[src/rtl/arbitro_banco_reg_if.sv]
// arbitro_banco_reg_if: bundles both masters' command/response signals and the register-file port.
interface arbitro_banco_reg_if #(
  parameter int LARGURA  = 32,
  parameter int LARG_END = 2
);
  logic                ReqA, EscA, GntA, ValidoA;
  logic [LARG_END-1:0] RegEscA, Fonte1A, Fonte2A;
  logic [LARGURA-1:0]  DadoA, Dado1A, Dado2A;
  logic                ReqB, EscB, GntB, ValidoB;
  logic [LARG_END-1:0] RegEscB, Fonte1B, Fonte2B;
  logic [LARGURA-1:0]  DadoB, Dado1B, Dado2B;
  logic                Esc;
  logic [LARG_END-1:0] RegEsc, Fonte1, Fonte2;
  logic [LARGURA-1:0]  Dado, Dado1, Dado2;
  modport slave (
    input  ReqA, EscA, RegEscA, Fonte1A, Fonte2A, DadoA,
    input  ReqB, EscB, RegEscB, Fonte1B, Fonte2B, DadoB,
    input  Dado1, Dado2,
    output GntA, ValidoA, Dado1A, Dado2A,
    output GntB, ValidoB, Dado1B, Dado2B,
    output Esc, RegEsc, Fonte1, Fonte2, Dado
  );
  modport master (
    output ReqA, EscA, RegEscA, Fonte1A, Fonte2A, DadoA,
    output ReqB, EscB, RegEscB, Fonte1B, Fonte2B, DadoB,
    output Dado1, Dado2,
    input  GntA, ValidoA, Dado1A, Dado2A,
    input  GntB, ValidoB, Dado1B, Dado2B,
    input  Esc, RegEsc, Fonte1, Fonte2, Dado
  );
endinterface

[src/rtl/arbitro_banco_reg.sv]
// arbitro_banco_reg: round-robin arbiter giving masters A/B one register-file access per 3 cycles.
// Defining ARBITRO_CONT_GNT_EN adds saturating per-master grant counters ContA/ContB.
module arbitro_banco_reg #(
  parameter int LARGURA  = 32,
  parameter int LARG_END = 2
) (
  input  logic Clk,
  input  logic Rst,
`ifdef ARBITRO_CONT_GNT_EN
  output logic [15:0] ContA,
  output logic [15:0] ContB,
`endif
  arbitro_banco_reg_if.slave bus
);
  typedef enum logic [1:0] {OCIOSO, ACESSO, RESPOSTA} estado_t;
  estado_t estado_q, estado_d;
  logic ultimo_q, ultimo_d;
  logic esc_q, esc_d;
  logic [LARG_END-1:0] reg_esc_q, reg_esc_d, fonte1_q, fonte1_d, fonte2_q, fonte2_d;
  logic [LARGURA-1:0] dado_q, dado_d;
  logic [LARGURA-1:0] dado1a_q, dado1a_d, dado2a_q, dado2a_d, dado1b_q, dado1b_d, dado2b_q, dado2b_d;
  logic inicia, vence_b, acesso;
  // ultimo_q doubles as the current winner once a grant is issued (1 = B)
  always_comb begin
    vence_b  = bus.ReqB & (~bus.ReqA | ~ultimo_q);
    inicia   = (estado_q == OCIOSO) & (bus.ReqA | bus.ReqB);
    acesso   = estado_q == ACESSO;
    estado_d = inicia ? ACESSO : acesso ? RESPOSTA : OCIOSO;
    ultimo_d = inicia ? vence_b : ultimo_q;
    esc_d     = inicia ? (vence_b ? bus.EscB : bus.EscA) : esc_q;
    reg_esc_d = inicia ? (vence_b ? bus.RegEscB : bus.RegEscA) : reg_esc_q;
    fonte1_d  = inicia ? (vence_b ? bus.Fonte1B : bus.Fonte1A) : fonte1_q;
    fonte2_d  = inicia ? (vence_b ? bus.Fonte2B : bus.Fonte2A) : fonte2_q;
    dado_d    = inicia ? (vence_b ? bus.DadoB : bus.DadoA) : dado_q;
    dado1a_d = (acesso & ~ultimo_q) ? bus.Dado1 : dado1a_q;
    dado2a_d = (acesso & ~ultimo_q) ? bus.Dado2 : dado2a_q;
    dado1b_d = (acesso & ultimo_q) ? bus.Dado1 : dado1b_q;
    dado2b_d = (acesso & ultimo_q) ? bus.Dado2 : dado2b_q;
  end
  always_ff @(posedge Clk) begin
    if (Rst) begin
      estado_q  <= OCIOSO;
      ultimo_q  <= 1'b1;
      esc_q     <= 1'b0;
      reg_esc_q <= '0;
      fonte1_q  <= '0;
      fonte2_q  <= '0;
      dado_q    <= '0;
      dado1a_q  <= '0;
      dado2a_q  <= '0;
      dado1b_q  <= '0;
      dado2b_q  <= '0;
    end else begin
      estado_q  <= estado_d;
      ultimo_q  <= ultimo_d;
      esc_q     <= esc_d;
      reg_esc_q <= reg_esc_d;
      fonte1_q  <= fonte1_d;
      fonte2_q  <= fonte2_d;
      dado_q    <= dado_d;
      dado1a_q  <= dado1a_d;
      dado2a_q  <= dado2a_d;
      dado1b_q  <= dado1b_d;
      dado2b_q  <= dado2b_d;
    end
  end
  assign bus.GntA    = acesso & ~ultimo_q;
  assign bus.GntB    = acesso & ultimo_q;
  assign bus.ValidoA = (estado_q == RESPOSTA) & ~ultimo_q;
  assign bus.ValidoB = (estado_q == RESPOSTA) & ultimo_q;
  assign bus.Esc     = acesso & esc_q;
  assign bus.RegEsc  = reg_esc_q;
  assign bus.Fonte1  = fonte1_q;
  assign bus.Fonte2  = fonte2_q;
  assign bus.Dado    = dado_q;
  assign bus.Dado1A  = dado1a_q;
  assign bus.Dado2A  = dado2a_q;
  assign bus.Dado1B  = dado1b_q;
  assign bus.Dado2B  = dado2b_q;
`ifdef ARBITRO_CONT_GNT_EN
  logic [15:0] cont_a_q, cont_a_d, cont_b_q, cont_b_d;
  always_comb begin
    cont_a_d = (inicia & ~vence_b & (cont_a_q != 16'hFFFF)) ? cont_a_q + 16'd1 : cont_a_q;
    cont_b_d = (inicia & vence_b & (cont_b_q != 16'hFFFF)) ? cont_b_q + 16'd1 : cont_b_q;
  end
  always_ff @(posedge Clk) begin
    cont_a_q <= Rst ? 16'd0 : cont_a_d;
    cont_b_q <= Rst ? 16'd0 : cont_b_d;
  end
  assign ContA = cont_a_q;
  assign ContB = cont_b_q;
`endif
endmodule

[src/flat_wrapper.sv]
// flat-port wrapper written by rule: the top's interface ports become plain ports
module arbitro_banco_reg_flat 
#(
  parameter int LARGURA  = 32,
  parameter int LARG_END = 2
)
  (Clk, Rst, bus_ReqA, bus_EscA, bus_RegEscA, bus_Fonte1A, bus_Fonte2A, bus_DadoA, bus_ReqB, bus_EscB, bus_RegEscB, bus_Fonte1B, bus_Fonte2B, bus_DadoB, bus_Dado1, bus_Dado2, bus_GntA, bus_ValidoA, bus_Dado1A, bus_Dado2A, bus_GntB, bus_ValidoB, bus_Dado1B, bus_Dado2B, bus_Esc, bus_RegEsc, bus_Fonte1, bus_Fonte2, bus_Dado);
  arbitro_banco_reg_if #(.LARGURA(LARGURA), .LARG_END(LARG_END)) bus_i ();
  input  logic Clk;
  input  logic Rst;
  input wire logic [$bits(bus_i.ReqA)-1:0] bus_ReqA;
  input wire logic [$bits(bus_i.EscA)-1:0] bus_EscA;
  input wire logic [$bits(bus_i.RegEscA)-1:0] bus_RegEscA;
  input wire logic [$bits(bus_i.Fonte1A)-1:0] bus_Fonte1A;
  input wire logic [$bits(bus_i.Fonte2A)-1:0] bus_Fonte2A;
  input wire logic [$bits(bus_i.DadoA)-1:0] bus_DadoA;
  input wire logic [$bits(bus_i.ReqB)-1:0] bus_ReqB;
  input wire logic [$bits(bus_i.EscB)-1:0] bus_EscB;
  input wire logic [$bits(bus_i.RegEscB)-1:0] bus_RegEscB;
  input wire logic [$bits(bus_i.Fonte1B)-1:0] bus_Fonte1B;
  input wire logic [$bits(bus_i.Fonte2B)-1:0] bus_Fonte2B;
  input wire logic [$bits(bus_i.DadoB)-1:0] bus_DadoB;
  input wire logic [$bits(bus_i.Dado1)-1:0] bus_Dado1;
  input wire logic [$bits(bus_i.Dado2)-1:0] bus_Dado2;
  output wire logic [$bits(bus_i.GntA)-1:0] bus_GntA;
  output wire logic [$bits(bus_i.ValidoA)-1:0] bus_ValidoA;
  output wire logic [$bits(bus_i.Dado1A)-1:0] bus_Dado1A;
  output wire logic [$bits(bus_i.Dado2A)-1:0] bus_Dado2A;
  output wire logic [$bits(bus_i.GntB)-1:0] bus_GntB;
  output wire logic [$bits(bus_i.ValidoB)-1:0] bus_ValidoB;
  output wire logic [$bits(bus_i.Dado1B)-1:0] bus_Dado1B;
  output wire logic [$bits(bus_i.Dado2B)-1:0] bus_Dado2B;
  output wire logic [$bits(bus_i.Esc)-1:0] bus_Esc;
  output wire logic [$bits(bus_i.RegEsc)-1:0] bus_RegEsc;
  output wire logic [$bits(bus_i.Fonte1)-1:0] bus_Fonte1;
  output wire logic [$bits(bus_i.Fonte2)-1:0] bus_Fonte2;
  output wire logic [$bits(bus_i.Dado)-1:0] bus_Dado;
  assign bus_i.ReqA = bus_ReqA;
  assign bus_i.EscA = bus_EscA;
  assign bus_i.RegEscA = bus_RegEscA;
  assign bus_i.Fonte1A = bus_Fonte1A;
  assign bus_i.Fonte2A = bus_Fonte2A;
  assign bus_i.DadoA = bus_DadoA;
  assign bus_i.ReqB = bus_ReqB;
  assign bus_i.EscB = bus_EscB;
  assign bus_i.RegEscB = bus_RegEscB;
  assign bus_i.Fonte1B = bus_Fonte1B;
  assign bus_i.Fonte2B = bus_Fonte2B;
  assign bus_i.DadoB = bus_DadoB;
  assign bus_i.Dado1 = bus_Dado1;
  assign bus_i.Dado2 = bus_Dado2;
  assign bus_GntA = bus_i.GntA;
  assign bus_ValidoA = bus_i.ValidoA;
  assign bus_Dado1A = bus_i.Dado1A;
  assign bus_Dado2A = bus_i.Dado2A;
  assign bus_GntB = bus_i.GntB;
  assign bus_ValidoB = bus_i.ValidoB;
  assign bus_Dado1B = bus_i.Dado1B;
  assign bus_Dado2B = bus_i.Dado2B;
  assign bus_Esc = bus_i.Esc;
  assign bus_RegEsc = bus_i.RegEsc;
  assign bus_Fonte1 = bus_i.Fonte1;
  assign bus_Fonte2 = bus_i.Fonte2;
  assign bus_Dado = bus_i.Dado;
  arbitro_banco_reg #(.LARGURA(LARGURA), .LARG_END(LARG_END)) u_core (.Clk(Clk), .Rst(Rst), .bus(bus_i));
endmodule
[config.mk]
export PLATFORM = sky130hd
export DESIGN_NAME = arbitro_banco_reg_flat
export DESIGN_NICKNAME = d
export VERILOG_FILES = /design/src/rtl/arbitro_banco_reg_if.sv /design/src/rtl/arbitro_banco_reg.sv /design/src/flat_wrapper.sv
export SDC_FILE = /design/constraint.sdc
export NUM_CORES = 1
export LEC_CHECK = 0
export ABC_AREA = 1
export BUFFER_PORTS_ARGS = -buffer_cell sky130_fd_sc_hd__buf_2
export CAP_MARGIN = 20
export CORE_MARGIN = 2
export CORE_UTILIZATION = 45
export CTS_BUF_LIST = sky130_fd_sc_hd__clkbuf_2 sky130_fd_sc_hd__clkbuf_4 sky130_fd_sc_hd__clkbuf_8
export CTS_CLUSTER_SIZE = 40
export DETAILED_ROUTE_END_ITERATION = 6
export GPL_TIMING_DRIVEN = 1
export PLACE_DENSITY = 0.83
export SYNTH_ARGS = -nofsm -noshare
export SYNTH_HDL_FRONTEND = slang
export SYNTH_SLANG_ARGS = --single-unit
export TNS_END_PERCENT = 20
[constraint.sdc]
create_clock -name Clk -period 2.4 [get_ports Clk]
set_input_delay 0.48 -clock Clk [delete_from_list [all_inputs] [get_ports Clk]]
set_output_delay 0.48 -clock Clk [all_outputs]
set_load 0.02 [all_outputs]
==> results.md <==
* Worst-path fanout max at 31
* CTS Hold Bufs at 0
* Simple-Gate Fraction of Synth Area at about 41%
* Top FF cell, synth: dfxtp_1
* FF+latch area at between 3000 and 4000 um2
* WL/cell at roughly 12 um
* DR DRC count at 0
* Via/cell ratio at approximately 4.4
* GR Util All Layers at around 22%
* Total number of vias at between 7000 and 8000
* Syn_nets at around 1300
* Flops & latches, synth at 170
* Nets@finish at approximately 1600
* Initial detailed-routing violation count at roughly 330
* Relative slew slack at a little under 70%
* Cell with the most instances after synthesis: nand2_1
* WL final at ~19 mm
* Die height at approximately 130 um
* TritonCTS buffer count at 17
* Layout cell share with drive strength beyond 1 at approximately 26%
* Count of buffers from port buffering at ~320
* Crit path max-delay family: buffers and inverters
* Initial core utilization at between 40% and 50%
* IO Count at about 320
* Clk_lat worst skew at around 0.45 ns
* Commonest cells in the netlist: nand2_1, nor2_1, dfxtp_1, inv_1, nand3_1
* Top-area cell type share of the netlist area at a little under half
* Leakage at 5.72 nW
* Remaining antenna violation count at 0
* First-pass GRT wire length at between 20 and 30 mm
* Max-Cap Viols at 0
* Largest cells by area after synthesis: dfxtp_1, nand2_1, nor2_1, inv_1, nand3_1
* Tot Pwr at ~6.5 mW
* Final setup margin at just over 0.3 ns
* Yosys warnings at 0
* Initial antenna violation count at 0
* WP buf/inv at 3
* Cell Area, Synth at 7200 um2
* CP Capture Type: primary output
* Arr. time, crit path at approximately 1.6 ns
* CTS tree: yes
* Clk_skew at around 0.016 ns
* Post-Synth Adder-Cell Area at 0%
* Area of the core at 15800 um2
* Final Setup Violations at 0
* Pwr Density at 698 nW/um2
* Fillers at roughly 1500
* Worst path depth at 4
* Fmax at ~480 MHz
* GPL Wtd Cong at between 0.8 and 0.9
* Vias in the first global route at 6413
* Peak supply drop at 0.299 mV
* Critical Path Source Type: flip-flop
* Width of the die at roughly 130 um
* H-tree depth at 4
* Hold depth at 3
* CTS resizes at 0
* Synth Area in Compound Gates at 0%
* Data required, critical path at between 1.5 and 2 ns
* CTS Buffer Depth at 2
* Crit share post-route at between 80% and 90%
* Area of the multi-input gates at approximately 3000 um2
* Setup bufs post-CTS at 0
* GRT overflow at 0
* Die area at 17000 um2
* Fin. max-slew vios at 0
* Status: finished clean
* Cells after synthesis at 1135
* Setup Crit Path Kind: flip-flop to primary output
* Synth-to-layout area growth at 29.3%
* CP cell instances: inv_1, nand3_4, inv_1, buf_2
* Post-synthesis sequential area ratio at between 40% and 50%
* Hold Fails Final Rpt at 0
* Synth Area per Inst at roughly 6.3 um2
* Hpwl dp at between 10 and 15 mm
* Largest net degree at the start of global routing at 61
* RSZ-0062 raised after global routing: false
* Tmin final at 2.09 ns
* R2R cell count at 6
* Synth Area in XOR/XNOR at 0%
* Setup TNS at 0 ns
* Main combinational cell family by area after synthesis: simple AND/OR/NAND/NOR gates
* Number of flops mapped to enable cells by yosys at 0
* Hold Crit Class: input port to flip-flop
* Ant diodes at 0
* Pre-antenna DRT Iters at 5
* Most frequent CP cell: inv_1
* Post-synthesis mux area share at 0%
* DP Worst Slack at roughly 0.76 ns
* Num Clock Sinks at 170
* Worst-path clk slew at 0.09 ns
* Cell variety after synth at 15
* Cell row count at 46
* Crit-path max cell delay at around 0.36 ns
* Asr flop ratio synth at 0%
* Worst Tran Pin Value at between 0.4 and 0.5 ns
* Slowest cell on crit path: nand3_4
* Yosys top cell by area: dfxtp_1
* Clock Tree Root: clkbuf_8
[kinds of logic (layout without fill, tap and decap cells)]
logic type | count (synthesis) | after routing
buf+inv | 203 | 499
flops | 170 | 170
simple gates | 762 | 762
[routing by layer]
metal | wire length [um] | GRT usage (%)
met5 | 0 | 0
met4 | 684 | 9.76
met1 | 7930 | 25.9
met3 | 1410 | 5.82
met2 | 9130 | 37.4
[power by group]
part	switching (mW)	internal (mW)	total [mW]
clock	1.05	0.865	1.92
combinational	0.928	0.480	1.41
sequential	0.117	3.05	3.17
total	2.10	4.40	6.50
[cell type report]
class | count | area share [%]
clock buffers | 19 | 2.74
clock inverters | 12 | 1.25
inverters | 136 | 5.51
multi-input cells | 762 | 32.2
flip-flops and latches | 170 | 36.6
well taps | 216 | 2.90
repair buffers | 332 | 18.8
[state kept, by name, indices dropped and copies added, names as in the netlist]
signal	count
u_core.bus.Fonte2	2
u_core.bus.Dado1B	32
u_core.bus.Dado2A	32
u_core.bus.RegEsc	2
u_core.bus.Fonte1	2
u_core.estado_q	2
u_core.ultimo_q	1
u_core.esc_q	1
u_core.bus.Dado1A	32
u_core.bus.Dado	32
u_core.bus.Dado2B	32
[worst register-to-register path, stage by stage (launching register included)]
cell and delay [ns]:
dfxtp_1 0.49, inv_2 0.09, nand3_4 0.29, buf_4 0.43
nand2_1 0.12, nand2_1 0.08, nor2_1 0.04
[layout by cell type (no fill, tap or decap)]
cell,n
nor3_1,2
nor2_1,259
clkinv_2,2
nand3_1,79
inv_4,1
nor2_2,1
buf_12,4
inv_6,2
nand4_1,1
dfxtp_1,170
inv_2,2
clkinvlp_4,4
nand2_1,418
nand3_4,2
buf_2,316
clkinv_4,2
bufinv_16,1
clkbuf_4,1
clkbuf_8,18
inv_8,1
inv_1,133
buf_4,12
[final timing paths]
| kind | start | to | slack (ns) |
|---|---|---|---|
| max | u_core.estado_q[1]$_SDFF_PP0_ | bus_GntA | 0.31 |
| min | bus_Dado1[23] | u_core.bus.Dado1B[23]$_SDFFE_PP0P_ | 0.26 |
| max reg2reg | u_core.ultimo_q$_SDFFE_PP1P_ | u_core.bus.Dado2A[22]$_SDFFE_PP0P_ | 0.76 |
| min reg2reg | u_core.bus.Dado[4]$_SDFFE_PP0P_ | u_core.bus.Dado[4]$_SDFFE_PP0P_ | 0.47 |
[per-stage QoR]
stage          utilization, %  instances  area, um2  hold WS [ns]
2_1_floorplan               -       1135       7200         0.448
3_3_place_gp             56.6       1616       8930         0.455
3_5_place_dp             56.6       1616       8930         0.458
4_1_cts                  59.0       1647       9300         0.228
5_1_grt                  59.0       1647       9300         0.233
6_report                 59.0       1647       9300         0.263
(Power assumes the default switching activity.)
